<file path="src/rtl/load_data_handle_pkg.sv">
// Shared load-unit definitions: EXE-stage op codes, FSM encodings and
// the load-op decode helpers used by the load unit and its extender.
package load_data_handle_pkg;

  localparam logic [7:0] EXE_LB_OP  = 8'b1110_0000;
  localparam logic [7:0] EXE_LH_OP  = 8'b1110_0001;
  localparam logic [7:0] EXE_LW_OP  = 8'b1110_0011;
  localparam logic [7:0] EXE_LBU_OP = 8'b1110_0100;
  localparam logic [7:0] EXE_LHU_OP = 8'b1110_0101;

  typedef enum logic [1:0] {
    LDH_IDLE = 2'd0,
    LDH_REQ  = 2'd1,
    LDH_WAIT = 2'd2,
    LDH_DROP = 2'd3
  } ldh_state_e;

  function automatic logic is_load_op(input logic [7:0] op);
    return (op == EXE_LB_OP) || (op == EXE_LBU_OP) || (op == EXE_LH_OP) ||
           (op == EXE_LHU_OP) || (op == EXE_LW_OP);
  endfunction

  // Byte loads can never fault on alignment.
  function automatic logic is_misaligned(input logic [7:0] op, input logic [1:0] a);
    logic mis;
    mis = 1'b0;
    if (op == EXE_LW_OP) mis = (a != 2'b00);
    else if ((op == EXE_LH_OP) || (op == EXE_LHU_OP)) mis = a[0];
    return mis;
  endfunction

endpackage

</file>
<file path="src/rtl/load_data_handle_extend.sv">
// Selects the addressed byte/halfword from a returned word and sign- or
// zero-extends it; purely combinational so a cache path can reuse it.
module load_extend
  import load_data_handle_pkg::*;
(
  input  logic [7:0]  op,
  input  logic [1:0]  byte_sel,
  input  logic [31:0] word,
  output logic [31:0] result
);

  logic [7:0]  byte_v;
  logic [15:0] half_v;

  always_comb begin
    byte_v = word[8*byte_sel +: 8];
    half_v = byte_sel[1] ? word[31:16] : word[15:0];
    case (op)
      EXE_LB_OP:  result = {{24{byte_v[7]}}, byte_v};
      EXE_LBU_OP: result = {24'h0, byte_v};
      EXE_LH_OP:  result = {{16{half_v[15]}}, half_v};
      EXE_LHU_OP: result = {16'h0, half_v};
      default:    result = word;
    endcase
  end

endmodule

</file>
<file path="src/rtl/load_data_handle.sv">
// Memory-stage load unit: alignment check, SRAM read handshake with
// pipeline stall, and registered extended result for write-back.
//
// state    | meaning
// ---------+-------------------------------------------------------
// LDH_IDLE | no load in flight; accepts a new load from EXE
// LDH_REQ  | mem_req asserted, waiting for mem_addr_ok
// LDH_WAIT | request accepted, waiting for mem_data_ok
// LDH_DROP | load flushed after accept; swallow its mem_data_ok
module load_data_handle
  import load_data_handle_pkg::*;
#(
  parameter int DW = 32
) (
  input  logic          clk,
  input  logic          resetn,
  input  logic          ld_validE,
  input  logic [7:0]    alucontrolE,
  input  logic [DW-1:0] aluoutE,
  input  logic          flush,
  output logic          mem_req,
  output logic [DW-1:0] mem_addr,
  input  logic          mem_addr_ok,
  input  logic [DW-1:0] mem_rdata,
  input  logic          mem_data_ok,
  output logic          stall_ld,
  output logic [DW-1:0] ReadDataM,
  output logic          rdata_valid,
  output logic          adel,
  output logic [DW-1:0] badvaddr
);

  ldh_state_e    state;
  logic [7:0]    op_q;
  logic [DW-1:0] addr_q;
  logic [DW-1:0] ext_result;
  logic          start;
  logic          mis;

  assign start    = ld_validE && is_load_op(alucontrolE) && !flush;
  assign mis      = is_misaligned(alucontrolE, aluoutE[1:0]);
  assign mem_addr = {addr_q[DW-1:2], 2'b00};
  assign stall_ld = (state != LDH_IDLE) || (start && !mis);

  load_extend u_load_extend (
    .op       (op_q),
    .byte_sel (addr_q[1:0]),
    .word     (mem_rdata),
    .result   (ext_result)
  );

  always_ff @(posedge clk or negedge resetn) begin
    if (!resetn) begin
      state       <= LDH_IDLE;
      op_q        <= 8'h0;
      addr_q      <= '0;
      mem_req     <= 1'b0;
      ReadDataM   <= '0;
      rdata_valid <= 1'b0;
      adel        <= 1'b0;
      badvaddr    <= '0;
    end else begin
      rdata_valid <= 1'b0;
      adel        <= 1'b0;
      case (state)
        LDH_IDLE: begin
          if (start && mis) begin
            adel     <= 1'b1;
            badvaddr <= aluoutE;
          end else if (start) begin
            op_q    <= alucontrolE;
            addr_q  <= aluoutE;
            mem_req <= 1'b1;
            state   <= LDH_REQ;
          end
        end
        LDH_REQ: begin
          // data_ok only counts once the request itself has been accepted
          if (mem_addr_ok) begin
            mem_req <= 1'b0;
            if (mem_data_ok) begin
              state <= LDH_IDLE;
              if (!flush) begin
                ReadDataM   <= ext_result;
                rdata_valid <= 1'b1;
              end
            end else begin
              state <= flush ? LDH_DROP : LDH_WAIT;
            end
          end else if (flush) begin
            mem_req <= 1'b0;
            state   <= LDH_IDLE;
          end
        end
        LDH_WAIT: begin
          if (mem_data_ok) begin
            state <= LDH_IDLE;
            if (!flush) begin
              ReadDataM   <= ext_result;
              rdata_valid <= 1'b1;
            end
          end else if (flush) begin
            state <= LDH_DROP;
          end
        end
        LDH_DROP: begin
          if (mem_data_ok) state <= LDH_IDLE;
        end
        default: state <= LDH_IDLE;
      endcase
    end
  end

endmodule

</file>
<file path="config.mk">
export PLATFORM = sky130hd
export DESIGN_NAME = load_data_handle
export DESIGN_NICKNAME = d
export VERILOG_FILES = /design/src/rtl/load_data_handle_pkg.sv /design/src/rtl/load_data_handle_extend.sv /design/src/rtl/load_data_handle.sv
export SDC_FILE = /design/constraint.sdc
export NUM_CORES = 1
export LEC_CHECK = 0
export BUFFER_PORTS_ARGS = -buffer_cell sky130_fd_sc_hd__buf_2
export CORE_MARGIN = 3
export CORE_UTILIZATION = 30
export DETAILED_ROUTE_END_ITERATION = 7
export PLACE_DENSITY_LB_ADDON = 0.1
export REMOVE_ABC_BUFFERS = 1
export SLEW_MARGIN = 10
export SYNTH_ARGS = -nofsm -noshare
export SYNTH_HDL_FRONTEND = slang
export SYNTH_SLANG_ARGS = --single-unit
export TNS_END_PERCENT = 5
</file>
<file path="constraint.sdc">
create_clock -name clk -period 5.75 [get_ports clk]
set_input_delay 0.8625 -clock clk [delete_from_list [all_inputs] [get_ports clk]]
set_output_delay 0.8625 -clock clk [all_outputs]
set_load 0.01 [all_outputs]
</file>
Word-level counts from Yosys, hierarchy flattened --
Index checks and enable logic that the tools add are counted.
Operators by class: shift-type cells 1, reduce and logical (&&, ||, !) cells 22, muxes and demuxes 29, equal/unequal tests 18, bitwise gates (word level) 1
Operator list (number):
- case mux 32 bit (4 select lines) | 1
- 2-to-1 mux 32 bit | 3
- == test 8 bit, second input constant | 9
- case mux 32 bit (2 select lines) | 1
- variable part select 32 x 6 -> 8 bit | 1
- 2-to-1 mux 16 bit | 1
- 2-to-1 mux 2 bit | 8
- 2-to-1 mux 1 bit | 12
- inequality test 2 bit, second input constant | 4
- case mux 2 bit (4 select lines) | 1
- nonzero test 2 bit | 4
- logical OR 1 bit | 6
- inequality test 3 bit, second input constant | 2
- AND reduction 5 bit | 1
- == test 2 bit, second input constant | 2
- logical AND 1 bit | 4
- case mux 1 bit (2 select lines) | 2
- AND reduction 2 bit | 2
- AND reduction 4 bit | 1
- AND reduction 3 bit | 1
- == test 2 x 1 -> 1 bit, second input constant | 1
- logical NOT 1 bit | 2
- logical NOT 2 bit | 1
- inverter 1 bit | 1
Storage, ports and cells: output and inout port bits 100, logic and storage cells 79, flip-flop bits (word level) 109

Logic depth before layout (Yosys ltp) --
word-level depth 10, mapped depth 8

Hierarchy --
Synthesis repeated with hierarchy kept, for this count alone.
Second synthesis, totals: cells, all modules 394, area, all modules 5271.3 µm²
Modules (own cells, without submodules):
- load_data_handle | cells each 303, seq. area each 2727.6 µm², instances 1, area an instance 4654.5 µm²
- load_extend | cells each 91, seq. area each 0.0 µm², instances 1, area an instance 616.8 µm²

Least setup slack after synthesis --
OpenSTA, ideal clock, no wires.
kind input-to-output, start point input port alucontrolE[2], end point output port stall_ld, setup slack 3.091 ns, buffers on the path 0, arrival time 1.797 ns, stages 3, cell sequence or3b_1 a22o_1 o21ai_0
On the way: word-level cells in the longest chain between the ends 9, elaborated cells between the ends (all ways) 17, classes of those cells eq/ne: 5; mux: 2; reduce/logical: 10
Ends and longest elaborated chain:
- start, declared | RTL line load_data_handle.sv:18 | input logic [7:0] alucontrolE,
- == test 8 bit | RTL line load_data_handle_pkg.sv:19 | return (op == EXE_LB_OP) || (op == EXE_LBU_OP) || (op == EXE_LH_OP) ||
- logical OR 1 bit (3 in a row) | RTL line load_data_handle_pkg.sv:19
- logical OR 1 bit | RTL line load_data_handle_pkg.sv:20 | (op == EXE_LHU_OP) || (op == EXE_LW_OP);
- logical AND 1 bit (2 in a row) | RTL line load_data_handle.sv:40 | assign start = ld_validE && is_load_op(alucontrolE) && !flush;
- logical AND 1 bit * | RTL line load_data_handle.sv:43 | assign stall_ld = (state != LDH_IDLE) || (start && !mis);
- logical OR 1 bit * | RTL line load_data_handle.sv:43
- end, declared | RTL line load_data_handle.sv:26 | output logic stall_ld,
Every way passes the cells marked *; elsewhere a longest branch is shown, timed or not.

Worst setup path in the final report --
Same ends and word-level chain as after synthesis.

==> results.json <==
{
  "hp-class": "reg -> reg",
  "grt_pass1_vias": 4055,
  "synth_edf_count": 0,
  "vdd_drop_max_mv": 0.139,
  "fin_crit_ns": 2.90,
  "clk_path_buf_depth": 2,
  "htreeDepth": 3,
  "r2r_end": "ReadDataM[22]",
  "max_slew_margin_pct": 22.4,
  "num-fill-cells": 1719,
  "setup-violations-final": 0,
  "final_max_slew_viol_count": 0,
  "ys.flop_type": "dfrtp_1",
  "numCtsBuffers": 9,
  "hold_depth": 1,
  "antenna_found_initial": 0,
  "grt_pass1_wl_mm": 22.0,
  "cts_setup_buffers": 0,
  "r2r_start": "addr_q[0]",
  "syn_area_mm2": 0.00519,
  "maxCapViolCount": 0,
  "cts_sinks": 109,
  "clkTransAtPathRegs_ns": 0.07,
  "worst_ep_required_time_ns": 4.89,
  "drive_above_1_share_pct": 44.4,
  "setup_tns_ns": 0,
  "final-seq-area_mm2": 0.00273,
  "rsz0062_at_grt": "false",
  "cts_root_buffer": "clkbuf_16",
  "status": "finished clean",
  "gp_congestion": 0.758,
  "end_kind": "output port",
  "holdPathEnd": "op_q[5]",
  "dr.pass1.iters": 4,
  "ios": 178,
  "portBuffers": 175,
  "worst_r2r_path_depth": 4,
  "synth_cell_types": 39,
  "fmax_ghz": 0.345,
  "finalHoldViolCount": 0,
  "p_leak_nw": 3.33,
  "crit_type": "in -> out",
  "cp-start-kind": "input port",
  "tightest_slew_ns": 1.16,
  "synth-seq-area-share_pct": 52.6,
  "synth-seq-cells": 109,
  "period_share_pct": 50.4,
  "core_mm2": 0.0168,
  "cts_resized": 0,
  "hold_buffers": 0,
  "gr-total-overflow": 0,
  "rows": 47,
  "drc_errors": 0,
  "grt_max_degree": 65,
  "ys_async_sr_fraction_pct": 100,
  "ant_nets": 0,
  "hp-start": "op_q[5]",
  "power_density_mw_per_mm2": 352,
  "grtUsageTotal_pct": 15.0,
  "synth_area_per_cell_um2": 10.9,
  "dieArea_mm2": 0.0189,
  "vias_per_cell": 4.71,
  "vias": 3920,
  "place_hpwl_mm": 9.55,
  "die_h_um": 138,
  "wire_per_inst_um": 16.6,
  "diodes": 0,
  "cts_tree": "built",
  "drt_iter0_drc": 154,
  "area_growth_pct": 21.6,
  "initial_core_util_pct": 31.0,
  "final_nets": 689,
  "ys_warn_count": 0,
  "rrSetupSlack_ns": 3.14,
  "arrival_ns": 2.03,
  "worst-path-max-fanout": 5,
  "routed_wl_mm": 13.8,
  "multiInputGateArea_mm2": 0.00203,
  "clock_skew_ns": 0.00589,
  "clock_latency_ns": 0.35,
  "die_x_um": 138,
  "syn-instance-count": 474,
  "postLayoutCoreUtil_pct": 37.6
}
==> Yosys cell counts (3+ instances only) <==
master	count	share of area, %
nor2b_1	7	0.84
o211ai_1	9	1.3
nor2_1	31	2.2
nand3b_1	9	1.3
inv_1	19	1.4
mux2_2	68	15
nand2b_1	3	0.36
buf_2	3	0.29
dfrtp_1	109	53
o31ai_1	7	1.0
or3_1	8	0.96
a21oi_1	37	3.6
o32ai_1	6	1.0
clkbuf_1	16	1.2
buf_4	39	5.6
a31oi_1	9	1.1
nor3_1	4	0.39
a21o_1	8	1.2
or2_2	4	0.48
nand2_1	48	3.5
o21ai_0	7	0.67
ha_1	4	0.96
==> registers in the layout (all words and copies together), names as in the netlist <==
signal / cells
op_q: 8
addr_q: 32
state: 2
badvaddr: 32
adel: 1
ReadDataM: 32
rdata_valid: 1
mem_req: 1
==> where the power goes <==
group	internal [mW]	total (mW)	switching, mW	leakage [nW]
clock	0.311	0.607	0.296	0.137
sequential	0.919	1.01	0.0871	1.43
combinational	0.260	0.607	0.348	1.76
==> through the flow <==
| stage | total power, mW | hold slack, ns | cell area, um2 | setup WS (ns) | cells |
|---|---|---|---|---|---|
| global route | 2.37 | 0.479 | 6310 | 2.80 | 832 |
| floorplan | 1.34 | 0.439 | 4810 | 2.13 | 416 |
| global placement | 1.63 | 0.452 | 6020 | 2.89 | 816 |
| finish | 2.22 | 0.470 | 6310 | 2.85 | 832 |
| detailed placement | 1.64 | 0.455 | 6020 | 2.85 | 816 |
| CTS | 2.26 | 0.472 | 6310 | 2.84 | 832 |
==> layout make-up <==
type	count	area share, %
sequential	109	43.2
clock inverter	5	0.674
multi-input combinational	288	32.2
timing repair buffer	180	14.5
inverter	19	1.13
clock buffer	11	3.85
tap	220	4.36
==> per-layer routing <==
layer | track usage [%] | share of wire, % | vias to the layer above | wire (um)
met2 | 23.6 | 46 | 139 | 6400
met4 | 4.66 | 1.3 | 0 | 174
met5 | 0 | 0 | - | 0
met3 | 4.67 | 8.5 | 10 | 1170
met1 | 19.7 | 44 | 1895 | 6060
li1 | - | - | 1876 | -
==> worst max-delay path by stage <==
stage                              start         to  slack [ns]
after floorplan           alucontrolE[2]  addr_q[0]        2.13
after global placement    alucontrolE[2]   stall_ld        2.89
after detailed placement  alucontrolE[2]   stall_ld        2.85
after CTS                 alucontrolE[2]   stall_ld        2.84
after global routing      alucontrolE[2]   stall_ld        2.80
final                     alucontrolE[2]   stall_ld        2.85
==> critical path, cell delays in order <==
cell and delay, ns:
buf_2 0.11, or3b_1 0.36, a22o_1 0.26, o21ai_0 0.25
buf_2 0.18
==> cells by family (layout without fill, tap and decap cells) <==
group	count (synthesis)	after routing	share of synthesized area (%)
mux	71	71	15.6
simple gates	123	123	11.5
compound gates	88	88	10.7
buf+inv	78	215	8.68
flops	109	109	52.6
other cells	1	2	0.0723
fa+ha+maj	4	4	0.964
==> cells in the final DEF (no fill, tap or decap), types with 6 or more instances in the layout <==
cell type,Yosys,layout
o211ai_1,9,9
a21oi_1,37,36
or3_1,8,8
nand3b_1,9,9
clkbuf_16,0,9
inv_1,19,19
buf_4,39,6
nor2b_1,7,7
o21ai_0,7,7
nand2_1,48,48
mux2_2,68,68
dfrtp_1,109,109
a21o_1,8,8
nor2_1,31,30
o32ai_1,6,6
a31oi_1,9,9
buf_2,3,174
o31ai_1,7,7
No activity file was read; power rests on OpenSTA's default activity.
